[config.mk]
export PLATFORM = sky130hd
export DESIGN_NAME = fp_post_normalize
export DESIGN_NICKNAME = d
export VERILOG_FILES = /design/src/rtl/fp_post_normalize.sv
export SDC_FILE = /design/constraint.sdc
export NUM_CORES = 1
export LEC_CHECK = 0
export ABC_AREA = 0
export CAP_MARGIN = 30
export CORE_UTILIZATION = 47
export DETAILED_ROUTE_END_ITERATION = 6
export PLACE_DENSITY = 0.77
export REMOVE_ABC_BUFFERS = 1
export SETUP_SLACK_MARGIN = 0.2
export SYNTH_ARGS = -nofsm -noshare
export SYNTH_HDL_FRONTEND = slang
export SYNTH_SLANG_ARGS = --single-unit
[constraint.sdc]
create_clock -name clk -period 2.1 [get_ports clk]
set_input_delay 0.42 -clock clk [delete_from_list [all_inputs] [get_ports clk]]
set_output_delay 0.42 -clock clk [all_outputs]
set_load 0.005 [all_outputs]
[src/rtl/fp_post_normalize.sv]
// fp_post_normalize
// Post-normalization stage for the single-precision add/subtract datapath.
// Takes a raw {sign, exponent, carry+hidden+fraction} result, shifts it one
// position per cycle until the hidden bit is set, and flags zero, underflow
// (flush to zero) and overflow (saturate to infinity). One operation is in
// flight at a time; a valid/ready handshake is used on both sides.

module fp_post_normalize #(
  parameter int EXP_W = 8,
  parameter int MAN_W = 23
) (
  input  logic                clk,
  input  logic                rst,
  input  logic                in_valid,
  output logic                in_ready,
  input  logic                in_sign,
  input  logic [EXP_W-1:0]    in_exp,
  input  logic [MAN_W+1:0]    in_mant,
  output logic                out_valid,
  input  logic                out_ready,
  output logic [31:0]         out_result,
  output logic                out_zero,
  output logic                out_underflow,
  output logic                out_overflow
);

  localparam int MW = MAN_W + 2;
  localparam logic [EXP_W-1:0] EXP_MAX = '1;
  localparam logic [EXP_W-1:0] EXP_ONE = EXP_W'(1);

  typedef enum logic [1:0] {
    IDLE  = 2'd0,
    SHIFT = 2'd1,
    DONE  = 2'd2
  } state_t;

  state_t            state_q, state_d;

  logic              sign_q, sign_d;
  logic [EXP_W-1:0]  exp_q, exp_d;
  logic [MW-1:0]     mant_q, mant_d;

  logic [31:0]       res_q, res_d;
  logic              zero_q, zero_d;
  logic              uf_q, uf_d;
  logic              of_q, of_d;

  // Set when the SHIFT state has reached a final result this cycle.
  logic              resolve;

  logic [MW-1:0]     mant_rsh;
  logic [EXP_W-1:0]  exp_inc;

  assign mant_rsh = mant_q >> 1;
  assign exp_inc  = exp_q + EXP_ONE;

  // State register; reset abandons any operation in progress.
  always_ff @(posedge clk) begin
    if (rst) begin
      state_q <= IDLE;
    end else begin
      state_q <= state_d;
    end
  end

  // Next-state logic: accept in IDLE, iterate in SHIFT, hold in DONE until consumed.
  always_comb begin
    state_d = state_q;
    case (state_q)
      IDLE:    if (in_valid) state_d = SHIFT;
      SHIFT:   if (resolve)  state_d = DONE;
      DONE:    if (out_ready) state_d = IDLE;
      default: state_d = IDLE;
    endcase
  end

  // Handshake outputs decoded straight from the state.
  always_comb begin
    in_ready  = (state_q == IDLE);
    out_valid = (state_q == DONE);
  end

  // One normalization step: capture in IDLE, then resolve or shift once per cycle in SHIFT.
  always_comb begin
    sign_d  = sign_q;
    exp_d   = exp_q;
    mant_d  = mant_q;
    res_d   = res_q;
    zero_d  = zero_q;
    uf_d    = uf_q;
    of_d    = of_q;
    resolve = 1'b0;
    case (state_q)
      IDLE: begin
        if (in_valid) begin
          sign_d = in_sign;
          exp_d  = in_exp;
          mant_d = in_mant;
        end
      end
      SHIFT: begin
        if (exp_q == EXP_MAX) begin
          // Exponent already saturated: infinity regardless of mantissa.
          resolve = 1'b1;
          res_d   = {sign_q, EXP_MAX, {MAN_W{1'b0}}};
          zero_d  = 1'b0;
          uf_d    = 1'b0;
          of_d    = 1'b1;
        end else if (mant_q == '0) begin
          // Exact cancellation gives +0.
          resolve = 1'b1;
          res_d   = '0;
          zero_d  = 1'b1;
          uf_d    = 1'b0;
          of_d    = 1'b0;
        end else if (mant_q[MW-1]) begin
          // Carry out: one right shift; the dropped LSB is truncated.
          resolve = 1'b1;
          mant_d  = mant_rsh;
          exp_d   = exp_inc;
          zero_d  = 1'b0;
          uf_d    = 1'b0;
          if (exp_inc == EXP_MAX) begin
            res_d = {sign_q, EXP_MAX, {MAN_W{1'b0}}};
            of_d  = 1'b1;
          end else begin
            res_d = {sign_q, exp_inc, mant_rsh[MAN_W-1:0]};
            of_d  = 1'b0;
          end
        end else if (mant_q[MAN_W]) begin
          // Hidden bit set: normalized.
          resolve = 1'b1;
          res_d   = {sign_q, exp_q, mant_q[MAN_W-1:0]};
          zero_d  = 1'b0;
          uf_d    = 1'b0;
          of_d    = 1'b0;
        end else if (exp_q <= EXP_ONE) begin
          // No exponent left to borrow: flush to signed zero instead of a denormal.
          resolve = 1'b1;
          res_d   = {sign_q, {EXP_W{1'b0}}, {MAN_W{1'b0}}};
          zero_d  = 1'b0;
          uf_d    = 1'b1;
          of_d    = 1'b0;
        end else begin
          mant_d = mant_q << 1;
          exp_d  = exp_q - EXP_ONE;
        end
      end
      default: begin
      end
    endcase
  end

  // Datapath and result registers; results stay put after consumption until the next resolve.
  always_ff @(posedge clk) begin
    if (rst) begin
      sign_q <= 1'b0;
      exp_q  <= '0;
      mant_q <= '0;
      res_q  <= '0;
      zero_q <= 1'b0;
      uf_q   <= 1'b0;
      of_q   <= 1'b0;
    end else begin
      sign_q <= sign_d;
      exp_q  <= exp_d;
      mant_q <= mant_d;
      res_q  <= res_d;
      zero_q <= zero_d;
      uf_q   <= uf_d;
      of_q   <= of_d;
    end
  end

  assign out_result    = res_q;
  assign out_zero      = zero_q;
  assign out_underflow = uf_q;
  assign out_overflow  = of_q;

endmodule

==> qor.csv <==
stage,metric,value,unit
yosys,"count leader, synth",nor2_1,
sta,Pins Over Slew Limit,0,
floorplanning,core area,7770,sq um
yosys,Commonest cells post-synth,"nor2_1, dfxtp_1, a221oi_1",
clock_tree,insertion delay to the later sink of the worst-skew pair,0.37,ns
grt,total congestion overflow,0,
detailed_routing,Final ANT Viol Nets,0,
layout,"Core Util, Final",78.8,%
detailed_routing,drt initial violations,769,
grt,largest net degree at the start of global routing,57,
yosys,dominant cell type by area after synthesis,dfxtp_1,
setup_path,slowest CP cell,or4b_4,
place,Buffers on Ports,74,
sta,Fmax achieved,389,MHz
status,failing checks,negative setup slack,
setup_path,max incr delay on CP,0.54,ns
place,post-DP HPWL,7710,um
sta,headroom to the max-slew limit,55.2,%
yosys,"EDFF count, synth",0,
pwr,cell internal pwr,3.91,mW
pwr,switching power,2.79,mW
clock_tree,H-tree depth,3,
setup_path,WP data arrival,2.80,ns
yosys,"FFs w/ async S/R, synth",0,%
yosys,Mapped Avg Cell Area,8.51,sq um
clock_tree,root buf cell,clkbuf_8,
setup_path,worst path buffer plus inverter count,2,
place,placed inst area,5080,sq um
setup_path,Worst Path Required,2.33,ns
setup_path,Worst Path Max Fanout,5,
setup_path,startpoint types,flip-flop,
floorplanning,Die Ht,91.8,um
sta,min cycle time layout,2.57,ns
pwr,Comb power frac,57.8,%
place,Setup WS pre-CTS,-0.561,ns
layout,post-route design area,6120,sq um
pwr,sequential share of power,26.6,%
grt,vias in the first global route,4356,
pwr,LEAKAGE,2.40,nW
sta,worst slew pin tran,0.672,ns
setup_path,crit path cell chain,"or3_1, nor2_2, or4b_4, o211ai_4, nor2_4, buf_6, buf_16, a22o_1",
grt,first-pass GRT wire length,23000,um
floorplanning,die area,8420,sq um
status,run status,finished with violations,
sta,Final WS setup,-0.469,ns
yosys,Post-Synthesis Cell Area,3790,sq um
sta,setup violators final,68,
pwr,Power Dens Cells,1090,nW/um^2
setup_path,CP Class,flip-flop to flip-flop,
run,max cap viols,0,
sta,setup_tns,-16.30,ns
grt,gr usage total,35.3,%
clock_tree,CTS max path bufs,2,
worst_hold_path,Worst Hold Class,flip-flop to flip-flop,
grt,initial antenna violation count,1,
detailed_routing,via/cell ratio,6.88,
clock_tree,TritonCTS buffer count,9,
yosys,Yosys cell types,51,
yosys,dominant synthesized flop cell,dfxtp_1,
detailed_routing,Detailed Routing Iterations Pass 1,6,
setup_path,nature of the critical path endpoint,flip-flop,
sta,Max Clock Skew,0.0172,ns
place,cell count after placement,653,
clock_tree,clock slew at reported path FFs,0.09,ns
clock_tree,CTS Sinks,71,
floorplanning,initial core utilization,48.8,%
sta,Final period util,122,%
clock_tree,CTS tree,built,
floorplanning,Std-Cell Rows,32,
yosys,Syn Inst Count,445,
setup_path,Top Family by Delay on Critical Path,simple AND/OR/NAND/NOR gates,
detailed_routing,vias,4925,
sta,Fin. Hold Viols,0,
floorplanning,I/O pins,75,
pwr,clock group share of total power,15.6,%
yosys,sequential element share of the synthesized area,37.5,%
yosys,Synth top area share,37.5,%
yosys,Synth area leaders,"dfxtp_1, nor2_1, a221oi_1",
yosys,"FF+latch count, synth",71,
place,Routability Congestion,0.894,
pwr,Worst IR Drop VDD,537,uV
sta,RSZ-0062 raised after global routing,yes,
layout,# nets final,650,
layout,fin cells,716,
layout,fraction of final layout cells sized beyond drive strength 1,29.7,%
detailed_routing,DR DRC count,0,
floorplanning,Die X,91.8,um
pwr,Switching Fraction,41.6,%
yosys,synth warn,0,
detailed_routing,post-DR wirelength/cell,23.0,um
layout,area growth from synthesis to layout,61.7,%
detailed_routing,Total Wirelength,16500,um
worst reg2reg max path, stage by stage, from the launching register on:
cell	delay, ns
dfxtp_1	0.32
or3_1	0.49
nor2_2	0.24
or4b_4	0.54
o211ai_4	0.16
nor2_4	0.10
buf_6	0.17
buf_16	0.13
a22o_1	0.29
power groups by stage:
| stage | sequential, mW | clock (mW) | combinational (mW) |
|---|---|---|---|
| 6_report | 1.78 | 1.05 | 3.87 |
| 3_5_place_dp | 1.74 | 0 | 2.51 |
| 4_1_cts | 1.73 | 1.02 | 3.26 |
| 3_3_place_gp | 1.73 | 0 | 2.47 |
| 5_1_grt | 1.80 | 1.10 | 4.01 |
| 2_1_floorplan | 1.88 | 0 | 1.16 |
routing by layer:
layer | global-route usage (%) | part of all wire [%] | vias to the layer above
met5 | 0 | 0 | -
met3 | 7.05 | 13 | 161
met1 | 45.6 | 36 | 2251
li1 | - | - | 2025
met2 | 55.5 | 43 | 488
met4 | 18.8 | 8.5 | 0
state kept, by name (all words and copies together) (netlist names):
register and flops:
exp_q 8, mant_q 25, out_overflow 1, out_result 32, out_underflow 1, out_zero 1, sign_q 1, state_q 2
per-stage QoR:
stage | total power [mW] | hold WS, ns
after floorplan | 3.05 | 0.431
after detailed placement | 4.25 | 0.449
after CTS | 6.02 | 0.460
after global placement | 4.20 | 0.441
final | 6.70 | 0.462
after global routing | 6.91 | 0.489
cell usage in the layout, fill, tap and decap left out, drive strengths merged, types with 13 or more instances in the layout:
master,count
nor2,78
o21ai,13
clkdlybuf4s50,73
a22o,23
nor3b,23
dfxtp,71
nand2,23
a221o,22
a21oi,18
buf,118
a221oi,27
cells by family after synthesis:
logic type                 Yosys count  share of synthesized area, %
DFF                                 71                          37.5
xor gates and xnor gates             7                          1.62
buffers and inverters               45                          5.45
and+or+nand+nor                    181                          24.6
muxes                                4                          1.06
adders and majority gates            4                          1.32
AOI/OAI and AO/OA                  133                          28.4
path summary, 6_finish.rpt:
check | start | to | slack [ns] | cells past startpoint
setup / recovery | mant_q[17] | mant_q[11] | -0.47 | 8
hold / removal | out_result[31] | out_result[31] | 0.46 | 2
setup reg to reg | mant_q[17] | mant_q[11] | -0.47 | 8
hold reg to reg | out_result[31] | out_result[31] | 0.46 | 2
area by class of cell:
type	instances	area, sq um
Timing Repair Buffer	193	1960
Tap cell	102	128
Antenna cell	1	2.50
Fill cell	451	1640
Clock buffer	10	138
Clock inverter	6	46.3
Inverter	3	11.3
Multi-Input combinational cell	330	2410
Sequential cell	71	1430
repair_timing:
item,4_1_cts,5_1_grt
buffers inserted,22,15
endpoints found under the setup margin,70,71
endpoints found under the hold margin,0,0
gates resized for setup,45,39
cloned,8,1
pin swaps,12,14
hold buffers,0,0
No activity file was read; power rests on OpenSTA's default activity.
